**config.mk**
```make
export PLATFORM = sky130hd
export DESIGN_NAME = sumador_pipe
export DESIGN_NICKNAME = d
export VERILOG_FILES = /design/src/rtl/sumador_pkg.sv /design/src/rtl/sumador_sat.sv /design/src/rtl/sumador_pipe.sv
export SDC_FILE = /design/constraint.sdc
export NUM_CORES = 1
export LEC_CHECK = 0
export BUFFER_PORTS_ARGS = -buffer_cell sky130_fd_sc_hd__buf_2
export CORE_ASPECT_RATIO = 0.9
export CORE_UTILIZATION = 46
export CTS_BUF_LIST = sky130_fd_sc_hd__clkbuf_8 sky130_fd_sc_hd__clkbuf_16
export DETAILED_ROUTE_END_ITERATION = 7
export HOLD_SLACK_MARGIN = 0.08
export PLACE_DENSITY_LB_ADDON = 0.05
export SYNTH_ARGS = -nofsm -noshare
export SYNTH_HDL_FRONTEND = slang
export SYNTH_SLANG_ARGS = --single-unit
```
**constraint.sdc**
```tcl
create_clock -name clk -period 3.41 [get_ports clk]
set_input_delay 0.682 -clock clk [delete_from_list [all_inputs] [get_ports clk]]
set_output_delay 0.682 -clock clk [all_outputs]
set_load 0.02 [all_outputs]
```
**src/rtl/sumador_pkg.sv**
```systemverilog
// Shared operation codes and the wrap/clamp helper used by the datapath adders.
package sumador_pkg;

   localparam logic [1:0] OP_ADD  = 2'd0;
   localparam logic [1:0] OP_SUB  = 2'd1;
   localparam logic [1:0] OP_ADD3 = 2'd2;
   localparam logic [1:0] OP_ACC  = 2'd3;

   // Clamp a signed value into [0, 2^width-1]; width must stay below 63.
   function automatic logic [63:0] clamp_w(input logic signed [63:0] full,
                                           input int unsigned       width);
      logic signed [63:0] w_max;
      w_max = (64'sd1 <<< width) - 64'sd1;
      if (full < 64'sd0)
         clamp_w = '0;
      else if (full > w_max)
         clamp_w = w_max;
      else
         clamp_w = full;
   endfunction

endpackage

```
**src/rtl/sumador_sat.sv**
```systemverilog
// Folds a signed stage-2 sum into WIDTH bits (wrap or clamp) and flags out-of-range.
module sumador_sat
   import sumador_pkg::*;
#(
   parameter int unsigned WIDTH = 14,
   parameter bit          SAT   = 1'b0
) (
   input  logic [WIDTH+2:0] i_full,
   output logic [WIDTH-1:0] o_res_c,
   output logic             o_ovf_c
);

   logic [63:0] w_clamp;
   logic        w_unused_clamp;

   assign w_clamp        = clamp_w(64'($signed(i_full)), WIDTH);
   assign w_unused_clamp = ^w_clamp[63:WIDTH];

   // Negative (sign bit) or >= 2^WIDTH (any bit at or above WIDTH) is out of range.
   assign o_ovf_c = |i_full[WIDTH+2:WIDTH];
   assign o_res_c = SAT ? w_clamp[WIDTH-1:0] : i_full[WIDTH-1:0];

endmodule

```
**src/rtl/sumador_pipe.sv**
```systemverilog
// Two-stage pipelined add/sub/3-operand/accumulate unit with valid/ready on both sides.
module sumador_pipe
   import sumador_pkg::*;
#(
   parameter int unsigned WIDTH = 14,
   parameter bit          SAT   = 1'b0
) (
   input  logic             clk,
   input  logic             rst_n,
   input  logic             in_valid,
   output logic             in_ready,
   input  logic [WIDTH-1:0] a,
   input  logic [WIDTH-1:0] b,
   input  logic [WIDTH-1:0] c,
   input  logic [1:0]       oper,
   input  logic             clr_acc,
   output logic             out_valid,
   input  logic             out_ready,
   output logic [WIDTH-1:0] res,
   output logic             ovf,
   output logic [WIDTH-1:0] acc
);

   localparam int unsigned PW = WIDTH + 2;
   // One bit wider than the stage-1 value so a+b+c and acc+p never wrap internally.
   localparam int unsigned FW = WIDTH + 3;

   logic             r_s1_valid;
   logic [PW-1:0]    r_s1_p;
   logic [WIDTH-1:0] r_s1_c;
   logic [1:0]       r_s1_oper;
   logic             r_s2_valid;
   logic [WIDTH-1:0] r_res;
   logic             r_ovf;
   logic [WIDTH-1:0] r_acc;

   logic             w_s2_adv;
   logic             w_s1_adv;
   logic             w_s2_load;
   logic [PW-1:0]    w_p;
   logic [FW-1:0]    w_p_ext;
   logic [FW-1:0]    w_full;
   logic [WIDTH-1:0] w_acc_base;
   logic [WIDTH-1:0] w_sat_res;
   logic             w_sat_ovf;

   assign w_s2_adv  = !r_s2_valid | out_ready;
   assign w_s1_adv  = !r_s1_valid | w_s2_adv;
   assign w_s2_load = w_s2_adv & r_s1_valid;
   assign in_ready  = w_s1_adv;

   // Stage-1 operation: two's complement result held in PW bits.
   always_comb begin
      w_p = {2'b00, a} + {2'b00, b};
      if (oper == OP_SUB)
         w_p = {2'b00, a} - {2'b00, b};
   end

   // Clear takes priority over the value an entering accumulate item would read.
   assign w_acc_base = clr_acc ? '0 : r_acc;
   assign w_p_ext    = {r_s1_p[PW-1], r_s1_p};

   always_comb begin
      w_full = w_p_ext;
      case (r_s1_oper)
         OP_ADD3: w_full = w_p_ext + {3'b000, r_s1_c};
         OP_ACC:  w_full = w_p_ext + {3'b000, w_acc_base};
         default: w_full = w_p_ext;
      endcase
   end

   sumador_sat #(
      .WIDTH (WIDTH),
      .SAT   (SAT)
   ) u_sat (
      .i_full  (w_full),
      .o_res_c (w_sat_res),
      .o_ovf_c (w_sat_ovf)
   );

   always_ff @(posedge clk or negedge rst_n) begin
      if (!rst_n) begin
         r_s1_valid <= 1'b0;
         r_s1_p     <= '0;
         r_s1_c     <= '0;
         r_s1_oper  <= OP_ADD;
      end else if (w_s1_adv) begin
         r_s1_valid <= in_valid;
         if (in_valid) begin
            r_s1_p    <= w_p;
            r_s1_c    <= c;
            r_s1_oper <= oper;
         end
      end
   end

   always_ff @(posedge clk or negedge rst_n) begin
      if (!rst_n) begin
         r_s2_valid <= 1'b0;
         r_res      <= '0;
         r_ovf      <= 1'b0;
      end else if (w_s2_adv) begin
         r_s2_valid <= r_s1_valid;
         if (r_s1_valid) begin
            r_res <= w_sat_res;
            r_ovf <= w_sat_ovf;
         end
      end
   end

   always_ff @(posedge clk or negedge rst_n) begin
      if (!rst_n)
         r_acc <= '0;
      else if (w_s2_load && (r_s1_oper == OP_ACC))
         r_acc <= w_sat_res;
      else if (clr_acc)
         r_acc <= '0;
   end

   assign out_valid = r_s2_valid;
   assign res       = r_res;
   assign ovf       = r_ovf;
   assign acc       = r_acc;

endmodule

```
==> flow_summary.ini <==
[grt]
grt_pass1_wl_mm = 18.7
grt_pass1_vias = 3990
grt_overflow_total = 0
track_usage_pct = 22.2
antenna_found_initial = 0
grt_max_degree = 45

[floorplanning]
io_pins = 80
coreArea_sq_mm = 0.00978
start_util_pct = 48.1
die_w_um = 109
die_area_sq_mm = 0.0106
rows = 34
chipHeight_um = 98.0

[sta]
tightest_slew_ps = 832
rsz0062_at_grt = no
setup_viol = 0
min_period_over_period_pct = 85.5
fmax_mhz = 343
drv_slew = 0
hold_viol_final = 0
slew_headroom_pct = 44.5
finalSetupTns_ps = 0
finalClockSkew_ps = 9.31
layout_min_cycle_time_ps = 2920

[routing]
wl_per_cell_um = 14.4
drt-initial-drc-count = 183
ant_nets = 0
dr.pass1.iters = 4
via_per_inst = 5.36
routed-via-count = 4113
drt-total-wl_mm = 11.0
drc = 0

[clock_tree]
post-cts-setup-buffers = 0
clockBufferDepth = 2
htreeDepth = 3
post_cts_resized = 0
cts-root-buf = clkbuf_16
cts_tree = built
clk_latency_ps = 320
clkSinkCount = 63
clkSlewWorstSetupHoldPaths_ps = 50
postCtsHoldBufs = 0
cts_buffers = 9

[pwr]
power.leakage_nw = 2.75
vdd_drop_max_uv = 354
finalPower_mw = 3.10
power_density_mw_per_mm2 = 563

[worst_setup_path]
start_kind = input pin
r2r_slack_ps = 610
cp_max_fo = 14
cp-endpoint = acc[13]$_DFF_PN0_
reg2reg_to = acc[13]$_DFF_PN0_
startpoint = clr_acc
crit_type = input pin to register
crit_path_end_kind = register
r2r-start = r_s1_oper[1]$_DFFE_PN0P_
worst_r2r_path_depth = 11
worst_ep_required_time_ps = 3610
critical_path_arrival_ps = 3110

[logic_synthesis]
synth_area_leader_cell = dfrtp_1
synthesis.nets = 660
ys_ff_latch = 63
synth_edf_count = 0
netlist_instances = 565
async_flop_share_pct = 100
muxShareOfSynthArea_pct = 4.07
synth.most_common_cell = nand2_1
ys_seq_area_share_pct = 33.5
synth-main-ff-cell = dfrtp_1
yosys-top-cells-count = nand2_1 (112), dfrtp_1 (63), o21ai_0 (59)
synth_cell_types = 59
synth_xor_area_share_pct = 4.28
synth_top_cell_area_share_pct = 33.5
synth_top_family_by_area = compound AO/OA/AOI/OAI gates
syn_area_per_cell_sq_um = 8.33
synth.cell_area_sq_mm = 0.00471
synthAdderAreaFrac_pct = 12.7
synth_compound_area_share_pct = 21.0
synthSimpleGateAreaFrac_pct = 19.7
synth-warning-count = 0
synth_area_leaders = dfrtp_1 (34%), ha_1 (11%), nand2_1 (8.9%)

[finish]
finalNetCount = 732
layout-drive-gt1-share_pct = 17.6
area_growth_pct = 17.1
antenna_cells = 0

[placement]
io_buffers = 79
globalplace.congestion = 0.914
dp_hpwl_mm = 8.51

[job]
maxCapViolations = 0

[status]
outcome = finished clean

[hold_path]
hold_class = input pin to async pin
-- sequential cells by signal, indices dropped and copies added (netlist names) --
signal / count
out_valid: 1
r_s1_valid: 1
acc: 14
r_s1_p: 16
r_s1_oper: 2
res: 14
ovf: 1
r_s1_c: 14
-- power by group --
group,total (mW),switching [mW],internal (mW)
combinational,1.18,0.704,0.476
clock,0.907,0.311,0.596
sequential,1.01,0.110,0.904
-- worst max-delay path, cell delays in order --
cell      delay [ps]
buf_2            180
nand2b_1         190
o21ai_0          250
ha_1             300
a211oi_1         270
o21ai_1          170
o211a_1          310
a211o_1          300
a21oi_1          150
xor2_1           210
mux2i_1          110
-- area by class of cell --
class / instances / area, sq um
clock buffer: 11 / 253
clock inverter: 4 / 45.0
fill: 943 / 4270
inverter: 30 / 113
multi-input combinational: 447 / 2910
sequential: 63 / 1580
tap: 126 / 158
timing repair buffer: 86 / 460
-- worst min path at each step --
stage               slack, ps  depth (start not counted)                  endpoint
floorplan                 390                          0          acc[0]$_DFF_PN0_
global placement          460                          2        res[2]$_DFFE_PN0P_
detailed placement        460                          2  r_s1_oper[0]$_DFFE_PN0P_
CTS                       380                          1        res[0]$_DFFE_PN0P_
global route              420                          1        res[0]$_DFFE_PN0P_
finish                    370                          1        res[0]$_DFFE_PN0P_
-- cell usage in the layout, fill, tap and decap left out, types with 10 or more instances in the layout --
cell type / Yosys / routed
nand2_1: 112 / 112
buf_2: 4 / 79
dfrtp_1: 63 / 63
o21ai_0: 59 / 59
ha_1: 43 / 43
inv_1: 29 / 29
a21oi_1: 29 / 29
nor2_1: 24 / 24
nand2b_1: 22 / 22
mux2i_1: 18 / 18
xnor2_1: 15 / 15
nor2b_1: 10 / 10
-- metal layers --
layer	wire [um]	global-route usage (%)	part of all wire [%]
met2	5100	35.7	46
met4	138	5.51	1.3
met5	0	0	0
met1	5370	30.4	49
met3	402	4.47	3.7
-- logic make-up (layout without fill, tap and decap cells) --
logic type                 count (synthesis)  in the layout
xor gates and xnor gates                  23             23
muxes                                     19             19
AOI/OAI and AO/OA                        156            156
adders and majority gates                 46             46
buffers and inverters                     55            131
DFF                                       63             63
and+or+nand+nor                          203            203
-- metrics by stage --
step	hold slack, ps	instances	area, sq um	setup WS [ps]	util (%)
detailed placement	464	752	5210	183	53.3
global route	415	767	5510	282	56.3
finish	366	767	5510	495	56.3
CTS	383	767	5510	506	56.3
global placement	456	752	5210	279	53.3
floorplan	386	565	4710	575	-
No activity file was read; power rests on OpenSTA's default activity.
